<file path="src/rtl/udp_tx_sched_pkg.sv">
// -----------------------------------------------------------------------------
// udp_tx_sched_pkg
// Shared definitions for the UDP transmit scheduler: FSM state encoding, the
// engine idle encoding, the length/address widths and a length check helper.
// -----------------------------------------------------------------------------
package udp_tx_sched_pkg;

  localparam int LEN_W  = 14;
  localparam int ADDR_W = 13;

  // tx_state value reported by the engine when it is not transmitting
  localparam logic [3:0] TX_IDLE = 4'd0;

  typedef enum logic [1:0] {
    ST_IDLE = 2'd0,
    ST_ARM  = 2'd1,
    ST_SEND = 2'd2,
    ST_GAP  = 2'd3
  } state_t;

  // A payload length is legal when it is non-zero and no larger than max_len
  function automatic logic len_legal(input logic [LEN_W-1:0] len,
                                     input logic [LEN_W-1:0] max_len);
    return (len != {LEN_W{1'b0}}) && (len <= max_len);
  endfunction

endpackage

</file>
<file path="src/rtl/udp_tx_sched_arb.sv">
// -----------------------------------------------------------------------------
// udp_rr_arb2
// Two-requester round-robin arbiter. The grant is a combinational one-hot
// function of the requests and the priority pointer; the pointer only moves
// when advance is high, and then favours the channel that did not win.
//   clk, rst_n : clock, asynchronous active-low reset (channel 0 favoured)
//   req[1:0]   : request levels
//   advance    : the current grant is being consumed
//   grant[1:0] : one-hot grant (all zero when nobody requests)
// -----------------------------------------------------------------------------
module udp_rr_arb2 (
  input  logic       clk,
  input  logic       rst_n,
  input  logic [1:0] req,
  input  logic       advance,
  output logic [1:0] grant
);

  // Channel that wins when both request
  logic prio_r;
  logic [1:0] grant_s;

  // Grant selection: a lone requester always wins, a tie goes to prio_r
  always_comb begin
    grant_s = 2'b00;
    if (req == 2'b11) begin
      grant_s = prio_r ? 2'b10 : 2'b01;
    end else begin
      grant_s = req;
    end
  end

  // Pointer update: after a consumed grant the other channel gets priority
  always_ff @(posedge clk or negedge rst_n) begin
    if (!rst_n) begin
      prio_r <= 1'b0;
    end else if (advance && (grant_s != 2'b00)) begin
      prio_r <= grant_s[0];
    end else begin
      prio_r <= prio_r;
    end
  end

  assign grant = grant_s;

endmodule

</file>
<file path="src/rtl/udp_tx_sched.sv">
// -----------------------------------------------------------------------------
// udp_tx_sched
// Shares one UDP/IP transmit engine between two payload sources. Each frame it
// arbitrates round-robin, latches the winner's length, starts the engine,
// watches tx_state for completion (with a timeout) and then holds an
// inter-frame gap before the next grant.
//   e_rxc, reset_n         : byte clock, asynchronous active-low reset
//   req0/1, len0/1         : source requests and payload lengths
//   ack0/1, done0/1        : per-source accept and finish pulses
//   ram0/1_rd_data         : per-source payload RAM read data
//   eng_rd_addr            : engine read address
//   ram_rd_addr/ram_rd_data: steered RAM address / data (combinational)
//   tx_state               : engine transmit state
//   ipsend_en, data_length : engine start and payload length
//   sel, busy              : granted channel, scheduler not idle
//   err_len, err_timeout   : illegal-length reject and timeout pulses
// -----------------------------------------------------------------------------
module udp_tx_sched
  import udp_tx_sched_pkg::*;
#(
  parameter int MAX_LEN    = 1472,
  parameter int IFG_CYCLES = 12,
  parameter int TIMEOUT    = 65535
) (
  input  logic              e_rxc,
  input  logic              reset_n,
  input  logic              req0,
  input  logic [LEN_W-1:0]  len0,
  output logic              ack0,
  output logic              done0,
  input  logic              req1,
  input  logic [LEN_W-1:0]  len1,
  output logic              ack1,
  output logic              done1,
  input  logic [31:0]       ram0_rd_data,
  input  logic [31:0]       ram1_rd_data,
  input  logic [ADDR_W-1:0] eng_rd_addr,
  output logic [ADDR_W-1:0] ram_rd_addr,
  output logic [31:0]       ram_rd_data,
  input  logic [3:0]        tx_state,
  output logic              ipsend_en,
  output logic [LEN_W-1:0]  data_length,
  output logic              sel,
  output logic              busy,
  output logic              err_len,
  output logic              err_timeout
);

  // One counter serves the ARM/SEND timeout and the GAP length
  localparam int CNT_MAX = (TIMEOUT > IFG_CYCLES) ? TIMEOUT : IFG_CYCLES;
  localparam int CNT_W   = $clog2(CNT_MAX + 1);
  localparam logic [CNT_W-1:0] TIMEOUT_C = CNT_W'(TIMEOUT);
  localparam logic [CNT_W-1:0] GAP_END_C = CNT_W'(IFG_CYCLES - 1);
  localparam logic [LEN_W-1:0] MAX_LEN_C = LEN_W'(MAX_LEN);

  state_t             state_r;
  logic [CNT_W-1:0]   cnt_r;
  logic               ack0_r, ack1_r, done0_r, done1_r;
  logic               ipsend_en_r, sel_r, busy_r, err_len_r, err_timeout_r;
  logic [LEN_W-1:0]   data_length_r;
  logic [1:0]         grant_s;
  logic               advance_s;
  logic               winner_s;
  logic [LEN_W-1:0]   win_len_s;

  // A grant is consumed (legal or not) whenever it is seen in IDLE
  assign advance_s = (state_r == ST_IDLE);
  assign winner_s  = grant_s[1];
  assign win_len_s = winner_s ? len1 : len0;

  udp_rr_arb2 u_arb (
    .clk     (e_rxc),
    .rst_n   (reset_n),
    .req     ({req1, req0}),
    .advance (advance_s),
    .grant   (grant_s)
  );

  // Scheduler FSM with all engine/source-facing outputs registered
  always_ff @(posedge e_rxc or negedge reset_n) begin
    if (!reset_n) begin
      state_r       <= ST_IDLE;
      cnt_r         <= {CNT_W{1'b0}};
      ack0_r        <= 1'b0;
      ack1_r        <= 1'b0;
      done0_r       <= 1'b0;
      done1_r       <= 1'b0;
      ipsend_en_r   <= 1'b0;
      sel_r         <= 1'b0;
      busy_r        <= 1'b0;
      err_len_r     <= 1'b0;
      err_timeout_r <= 1'b0;
      data_length_r <= {LEN_W{1'b0}};
    end else begin
      // pulse outputs default low every cycle
      ack0_r        <= 1'b0;
      ack1_r        <= 1'b0;
      done0_r       <= 1'b0;
      done1_r       <= 1'b0;
      err_len_r     <= 1'b0;
      err_timeout_r <= 1'b0;
      case (state_r)
        ST_IDLE: begin
          ipsend_en_r <= 1'b0;
          cnt_r       <= {CNT_W{1'b0}};
          if (grant_s != 2'b00) begin
            ack0_r <= grant_s[0];
            ack1_r <= grant_s[1];
            sel_r  <= winner_s;
            if (len_legal(win_len_s, MAX_LEN_C)) begin
              data_length_r <= win_len_s;
              state_r       <= ST_ARM;
              busy_r        <= 1'b1;
            end else begin
              // rejected: accept and finish in the same cycle
              done0_r   <= grant_s[0];
              done1_r   <= grant_s[1];
              err_len_r <= 1'b1;
              busy_r    <= 1'b0;
            end
          end else begin
            busy_r <= 1'b0;
          end
        end
        ST_ARM: begin
          if (tx_state != TX_IDLE) begin
            ipsend_en_r <= 1'b0;
            cnt_r       <= {CNT_W{1'b0}};
            state_r     <= ST_SEND;
          end else if (cnt_r == TIMEOUT_C) begin
            ipsend_en_r   <= 1'b0;
            err_timeout_r <= 1'b1;
            done0_r       <= ~sel_r;
            done1_r       <= sel_r;
            cnt_r         <= {CNT_W{1'b0}};
            state_r       <= ST_GAP;
          end else begin
            ipsend_en_r <= 1'b1;
            cnt_r       <= cnt_r + CNT_W'(1);
          end
        end
        ST_SEND: begin
          ipsend_en_r <= 1'b0;
          if (tx_state == TX_IDLE) begin
            done0_r <= ~sel_r;
            done1_r <= sel_r;
            cnt_r   <= {CNT_W{1'b0}};
            state_r <= ST_GAP;
          end else if (cnt_r == TIMEOUT_C) begin
            err_timeout_r <= 1'b1;
            done0_r       <= ~sel_r;
            done1_r       <= sel_r;
            cnt_r         <= {CNT_W{1'b0}};
            state_r       <= ST_GAP;
          end else begin
            cnt_r <= cnt_r + CNT_W'(1);
          end
        end
        ST_GAP: begin
          ipsend_en_r <= 1'b0;
          if (cnt_r == GAP_END_C) begin
            cnt_r   <= {CNT_W{1'b0}};
            busy_r  <= 1'b0;
            state_r <= ST_IDLE;
          end else begin
            cnt_r <= cnt_r + CNT_W'(1);
          end
        end
        default: begin
          ipsend_en_r <= 1'b0;
          busy_r      <= 1'b0;
          cnt_r       <= {CNT_W{1'b0}};
          state_r     <= ST_IDLE;
        end
      endcase
    end
  end

  // sel only moves on a grant, so the steering is stable for the whole frame
  assign ram_rd_addr = eng_rd_addr;
  assign ram_rd_data = sel_r ? ram1_rd_data : ram0_rd_data;

  assign ack0        = ack0_r;
  assign ack1        = ack1_r;
  assign done0       = done0_r;
  assign done1       = done1_r;
  assign ipsend_en   = ipsend_en_r;
  assign data_length = data_length_r;
  assign sel         = sel_r;
  assign busy        = busy_r;
  assign err_len     = err_len_r;
  assign err_timeout = err_timeout_r;

endmodule

</file>
<file path="config.mk">
export PLATFORM = sky130hd
export DESIGN_NAME = udp_tx_sched
export DESIGN_NICKNAME = d
export VERILOG_FILES = /design/src/rtl/udp_tx_sched_pkg.sv /design/src/rtl/udp_tx_sched_arb.sv /design/src/rtl/udp_tx_sched.sv
export SDC_FILE = /design/constraint.sdc
export NUM_CORES = 1
export LEC_CHECK = 0
export BUFFER_PORTS_ARGS = -buffer_cell sky130_fd_sc_hd__buf_2
export CORE_MARGIN = 2
export CORE_UTILIZATION = 44
export CTS_BUF_LIST = sky130_fd_sc_hd__clkbuf_4
export DETAILED_ROUTE_END_ITERATION = 7
export PLACE_DENSITY_LB_ADDON = 0.12
export SLEW_MARGIN = 20
export SYNTH_ARGS = -nofsm -noshare
export SYNTH_HDL_FRONTEND = slang
export SYNTH_HIERARCHICAL = 1
export SYNTH_SLANG_ARGS = --single-unit
export TNS_END_PERCENT = 20
</file>
<file path="constraint.sdc">
create_clock -name e_rxc -period 2.2 [get_ports e_rxc]
set_input_delay 0.44 -clock e_rxc [delete_from_list [all_inputs] [get_ports e_rxc]]
set_output_delay 0.44 -clock e_rxc [all_outputs]
set_load 0.02 [all_outputs]
</file>
==> impl_metrics.ini, run 1 <==
[status]
status = finished clean

[drt]
first_iter_violations = 104
vias = 2487
wirelength_um = 6920
via_per_inst = 4.97
first_pass_iters = 4
ant_nets = 0
wl_per_cell_um = 13.8
drcViolationCount = 0

[yosys]
yosysUniqueCellTypes = 50
ys_warn_count = 6
ys_seq_elements = 42
synthCells = 260
synth_area_um2 = 2760
synth_xor_area_frac = 0.0444
ys_seq_area_frac = 0.381
synth-adder-area-share = 0.0363
synthMuxAreaShare = 0.228
synth_nets = 381
syn_avg_cell_area_um2 = 10.6
synth_compound_area_frac = 0.0748
ys.flop_type = dfrtp_1
synth-edff-count = 0
async_flop_share = 1.00
synth-simple-area-share = 0.166
synth_top_family_by_area = multiplexers

[cts]
cts.clk_slew.worst_paths_ps = 140
cts_buffer_depth = 2
cts_max_level = 2
clock_latency_ps = 350
numClockSinks = 42
cts_tree = yes
cts-root-buf = clkbuf_4
numCtsBuffers = 5
hold_buffers = 0

[floorplan]
fp.coreArea_um2 = 5990
die-width_um = 83.2
start_util = 0.461
num_rows = 28
dieArea_um2 = 6920
io_pins = 181
die_h_um = 83.2

[sta]
finalCriticalPeriod_ps = 2130
finalCritPeriodShare = 0.967
clock_skew_ps = 13.2
finalWorstSetupSlack_ps = 72.8
hold_ws_ps = 118
worst_pin_slew_ps = 560
setup_tns_ps = 0
grt_setup_unrepaired = true
setup_viol = 0
slew_violations = 0
fmax_ghz = 0.470
finalHoldViolCount = 0
slew_headroom = 0.623

[worst_hold_path]
min_path_type = primary input to async pin

[critical_path]
critPathLaunchType = flip-flop
r2r_slack_ps = 70
max_stage_delay_ps = 390
reg2reg_depth = 7
end_kind = flip-flop
cpLargestDelayFamily = compound AO/OA/AOI/OAI gates
cp.arrival_ps = 2370
cp_slowest_cell = a311o_1
worstPathCellList = inv_1, a21boi_2, nor3_1, a22oi_1, nor3b_4, o21ai_2, a311o_1
required_ps = 2440
reg2reg_to = state_r[1]
critical_path_buf_inv_count = 1
r2r-start = u_arb/prio_r
path_class = flip-flop to flip-flop
cp_max_fo = 7

[final_layout]
final_util = 0.626
drive_gt1_frac = 0.595
nets = 545
area_growth_pct = 36.0
antenna_cells = 0

[placed_design]
gp_congestion = 0.822
pre_cts_slack_ps = -206
dpl.hpwl_um = 5580
io_buffers = 154

[pwr]
finalPower_mw = 3.42
power.density_nw_per_um2 = 911
ir_drop_v = 0.000568
leakage_nw = 1.92

[run]
max_cap_viol_count = 0

[grt]
grt_max_degree = 43
antenna_found_initial = 0
grt_pass1_wl_um = 11400
grt_pass1_vias = 2464
grt_overflow_total = 0
grt_util_all_layers = 0.197
-- Yosys cell counts, types with 2 or more instances --
cell | instances | area [um^2]
buf_4 | 15 | 113
nor4_1 | 7 | 43.8
ha_1 | 8 | 100
nor4_4 | 2 | 42.5
nand2_1 | 16 | 60.1
a21oi_1 | 2 | 10.0
xnor2_1 | 7 | 61.3
and2_1 | 4 | 25.0
inv_1 | 11 | 41.3
nor3_1 | 3 | 15.0
buf_1 | 3 | 11.3
nand4_1 | 4 | 25.0
nor2_1 | 31 | 116
mux2_4 | 6 | 90.1
o32ai_1 | 2 | 17.5
o21ai_0 | 5 | 25.0
dfrtp_1 | 42 | 1050
nand3_1 | 7 | 35.0
clkbuf_1 | 2 | 7.51
mux2_2 | 47 | 529
xor2_1 | 7 | 61.3
-- per-stage QoR --
stage	std cells	instance area [um^2]
detailed placement	490	3650
global placement	490	3650
finish	500	3750
global route	500	3750
floorplan	260	2760
CTS	498	3710
-- cell families (layout without fill, tap and decap cells) --
logic type | Yosys count | after routing
muxes | 54 | 54
DFF | 42 | 42
adders and majority gates | 8 | 8
xor gates and xnor gates | 14 | 14
AOI/OAI and AO/OA | 26 | 27
and+or+nand+nor | 84 | 84
buffers and inverters | 32 | 196
-- power by group --
| group | switching, mW | internal (mW) | leakage, nW |
|---|---|---|---|
| Clock | 0.268 | 0.128 | 0.0278 |
| Sequential | 0.116 | 0.944 | 0.559 |
| Combinational | 1.07 | 0.895 | 1.33 |
| Total | 1.45 | 1.97 | 1.92 |
-- per-layer routing --
metal,wire (um),track usage,part of all wire,vias to the layer above
li1,-,-,-,1238
met1,2850,0.243,0.41,1135
met2,3520,0.345,0.51,106
met3,494,0.0417,0.071,8
met4,63,0.0551,0.0091,0
met5,0,0,0,-
-- area by class of cell --
cell class / count / area [um^2]
Timing Repair Buffer: 177 / 956
Inverter: 11 / 41.3
Tap cell: 75 / 93.8
Fill cell: 523 / 2240
Multi-Input combinational cell: 187 / 1550
Sequential cell: 42 / 1050
Clock buffer: 5 / 37.5
Clock inverter: 3 / 23.8
-- state kept, by name, summed over array words and instances (netlist names) --
| signal | cells |
|---|---|
| ack1 | 1 |
| done1 | 1 |
| ipsend_en | 1 |
| done0 | 1 |
| state_r | 2 |
| sel | 1 |
| err_timeout | 1 |
| err_len | 1 |
| cnt_r | 16 |
| u_arb/prio_r | 1 |
| ack0 | 1 |
| busy | 1 |
| data_length | 14 |
-- placed cells by master (no fill, tap or decap), drive strengths merged, types with 7 or more instances in the layout --
cell / Yosys / routed
o21ai: 7 / 8
nand2: 16 / 16
xnor2: 7 / 7
nor4: 9 / 9
ha: 8 / 8
nand3: 7 / 7
xor2: 7 / 7
mux2: 53 / 53
dfrtp: 42 / 42
nor2: 31 / 31
inv: 11 / 12
buf: 19 / 177
-- how the worst max path moves through the flow --
stage,startpoint,end,depth (start not counted)
floorplan,req1,data_length[0],8
global placement,req0,data_length[4],7
detailed placement,req0,data_length[4],7
CTS,u_arb/prio_r,data_length[8],7
global route,u_arb/prio_r,state_r[1],7
finish,u_arb/prio_r,state_r[1],7
-- what timing repair did --
item | 4_1_cts | 5_1_grt
resized for setup | 1 | 4
setup buffers | 0 | 1
pin swaps | 1 | 2
setup endpoints to repair | 5 | 13
gates cloned | 0 | 1
Note: power is estimated with default switching activity, not from simulation.
==> run 2: changes to the inputs <==
Settings changed: CORE_UTILIZATION 44 to 40.
Clock period 2.2 ns to 1.85 ns, I/O delays scaled along.
==> run 2 against run 1 <==
Net effect: the run now ends with negative setup slack left; register-to-register slack lost 260 ps; cell count grew 8.4%; non-clock buffer count grew 37; via count grew 4.7%; setup slack lost 260 ps; clock skew grew 3.8 ps; hold slack gained 200 ps; largest cell class unchanged.
==> impl_metrics.ini, run 2 (synthesis results as in run 1) <==
[drt]
wirelength_um = 7950
vias = 2603
drcViolationCount = 0
first_iter_violations = 71
first_pass_iters = 4
ant_nets = 0
via_per_inst = 4.80
wl_per_cell_um = 14.7

[critical_path]
end_kind = flip-flop
required_ps = 2080
path_class = flip-flop to flip-flop
cp.arrival_ps = 2270
cp_max_fo = 5
critPathLaunchType = flip-flop

[grt]
antenna_found_initial = 0
grt_max_degree = 34
grt_overflow_total = 0
grt_util_all_layers = 0.198
grt_pass1_wl_um = 11600
grt_pass1_vias = 2452

[final_layout]
antenna_cells = 0
nets = 582
final_util = 0.632
area_growth_pct = 54.0
drive_gt1_frac = 0.654
largest_register = cnt_r
fin_cells = 542
final_cell_mix = buf_2, buf_4, mux2_2, dfrtp_1, nor2_1
layout_commonest_cell = buf_2
largest_reg_flops = 16
finalInstanceArea_um2 = 4250

[floorplan]
io_pins = 181
die_h_um = 87.1
start_util = 0.411
dieArea_um2 = 7580
die-width_um = 87.1
fp.coreArea_um2 = 6720
num_rows = 30

[cts]
cts-root-buf = clkbuf_4
cts_buffer_depth = 2
clock_latency_ps = 350
cts_tree = yes
cts.clk_slew.worst_paths_ps = 130
numClockSinks = 42
numCtsBuffers = 5
cts_max_level = 2

[sta]
hold_ws_ps = 315
finalHoldViolCount = 0
finalWorstSetupSlack_ps = -186
setup_viol = 51
setup_tns_ps = -4160
worst_pin_slew_ps = 501
fmax_ghz = 0.491
slew_headroom = 0.666
finalCritPeriodShare = 1.10
clock_skew_ps = 17.0
grt_setup_unrepaired = true
finalCriticalPeriod_ps = 2040
slew_violations = 0

[placed_design]
io_buffers = 154
dpl.hpwl_um = 6300
place_area_um2 = 3890
gp_congestion = 0.761
pre_cts_slack_ps = -571
dp.cells = 522

[pwr]
leakage_nw = 2.18
ir_drop_v = 0.000605
finalPower_mw = 4.39
power.density_nw_per_um2 = 1030

[run]
max_cap_viol_count = 0

[status]
status = finished with violations
violations = negative setup slack

[worst_hold_path]
min_path_type = primary input to flip-flop
==> run 2: cell types whose count changed in the layout (fill, tap and decap cells not counted), sizes merged <==
cell,delta
inv,-1
buf,+36
dlygate4sd3,+1
clkinv,+2
clkinvlp,-2
clkbuf,+1
==> run 2: layout make-up <==
cell class,instances,area (um^2)
Multi-Input combinational cell,187,1690
Timing Repair Buffer,214,1320
Tap cell,80,100
Sequential cell,42,1050
Clock buffer,6,45.0
Fill cell,561,2470
Clock inverter,2,8.76
Inverter,11,41.3
==> run 2: path summary, 6_finish.rpt <==
check	slack, ps	from	cells after the start	to
setup / recovery	-190	u_arb/prio_r	9	data_length[8]
hold / removal	310	req1	3	u_arb/prio_r
setup reg to reg	-190	u_arb/prio_r	9	data_length[8]
hold reg to reg	500	data_length[12]	1	data_length[12]
max in group asynchronous	840	reset_n	3	data_length[3]
min in group asynchronous	510	reset_n	2	cnt_r[8]
==> run 2: where the power goes <==
part	switching, mW	internal [mW]
Combinational	1.40	1.29
Sequential	0.122	1.12
Clock	0.295	0.158
Total	1.82	2.57
==> run 2: worst max-delay path: stages, from the launching register on <==
cell	delay [ps]
dfrtp_1	400
inv_2	50
a21boi_4	200
nor3b_4	230
a22oi_2	90
nor3b_4	180
buf_6	120
o21ai_4	190
buf_12	140
mux2_2	320
==> run 2: timing repair <==
item,4_1_cts,5_1_grt
hold endpoints to repair,20,0
setup buffers,5,6
pin swaps,8,11
resized for setup,23,22
endpoints found under the setup margin,59,68
hold buffers,1,0
cloned,1,0
==> run 2: routing by layer <==
layer / global-route usage / vias up / share of wire
met5: 0 / - / 0
met1: 0.256 / 1187 / 0.42
met4: 0.0511 / 0 / 0.015
met2: 0.346 / 95 / 0.51
li1: - / 1313 / -
met3: 0.0284 / 8 / 0.060
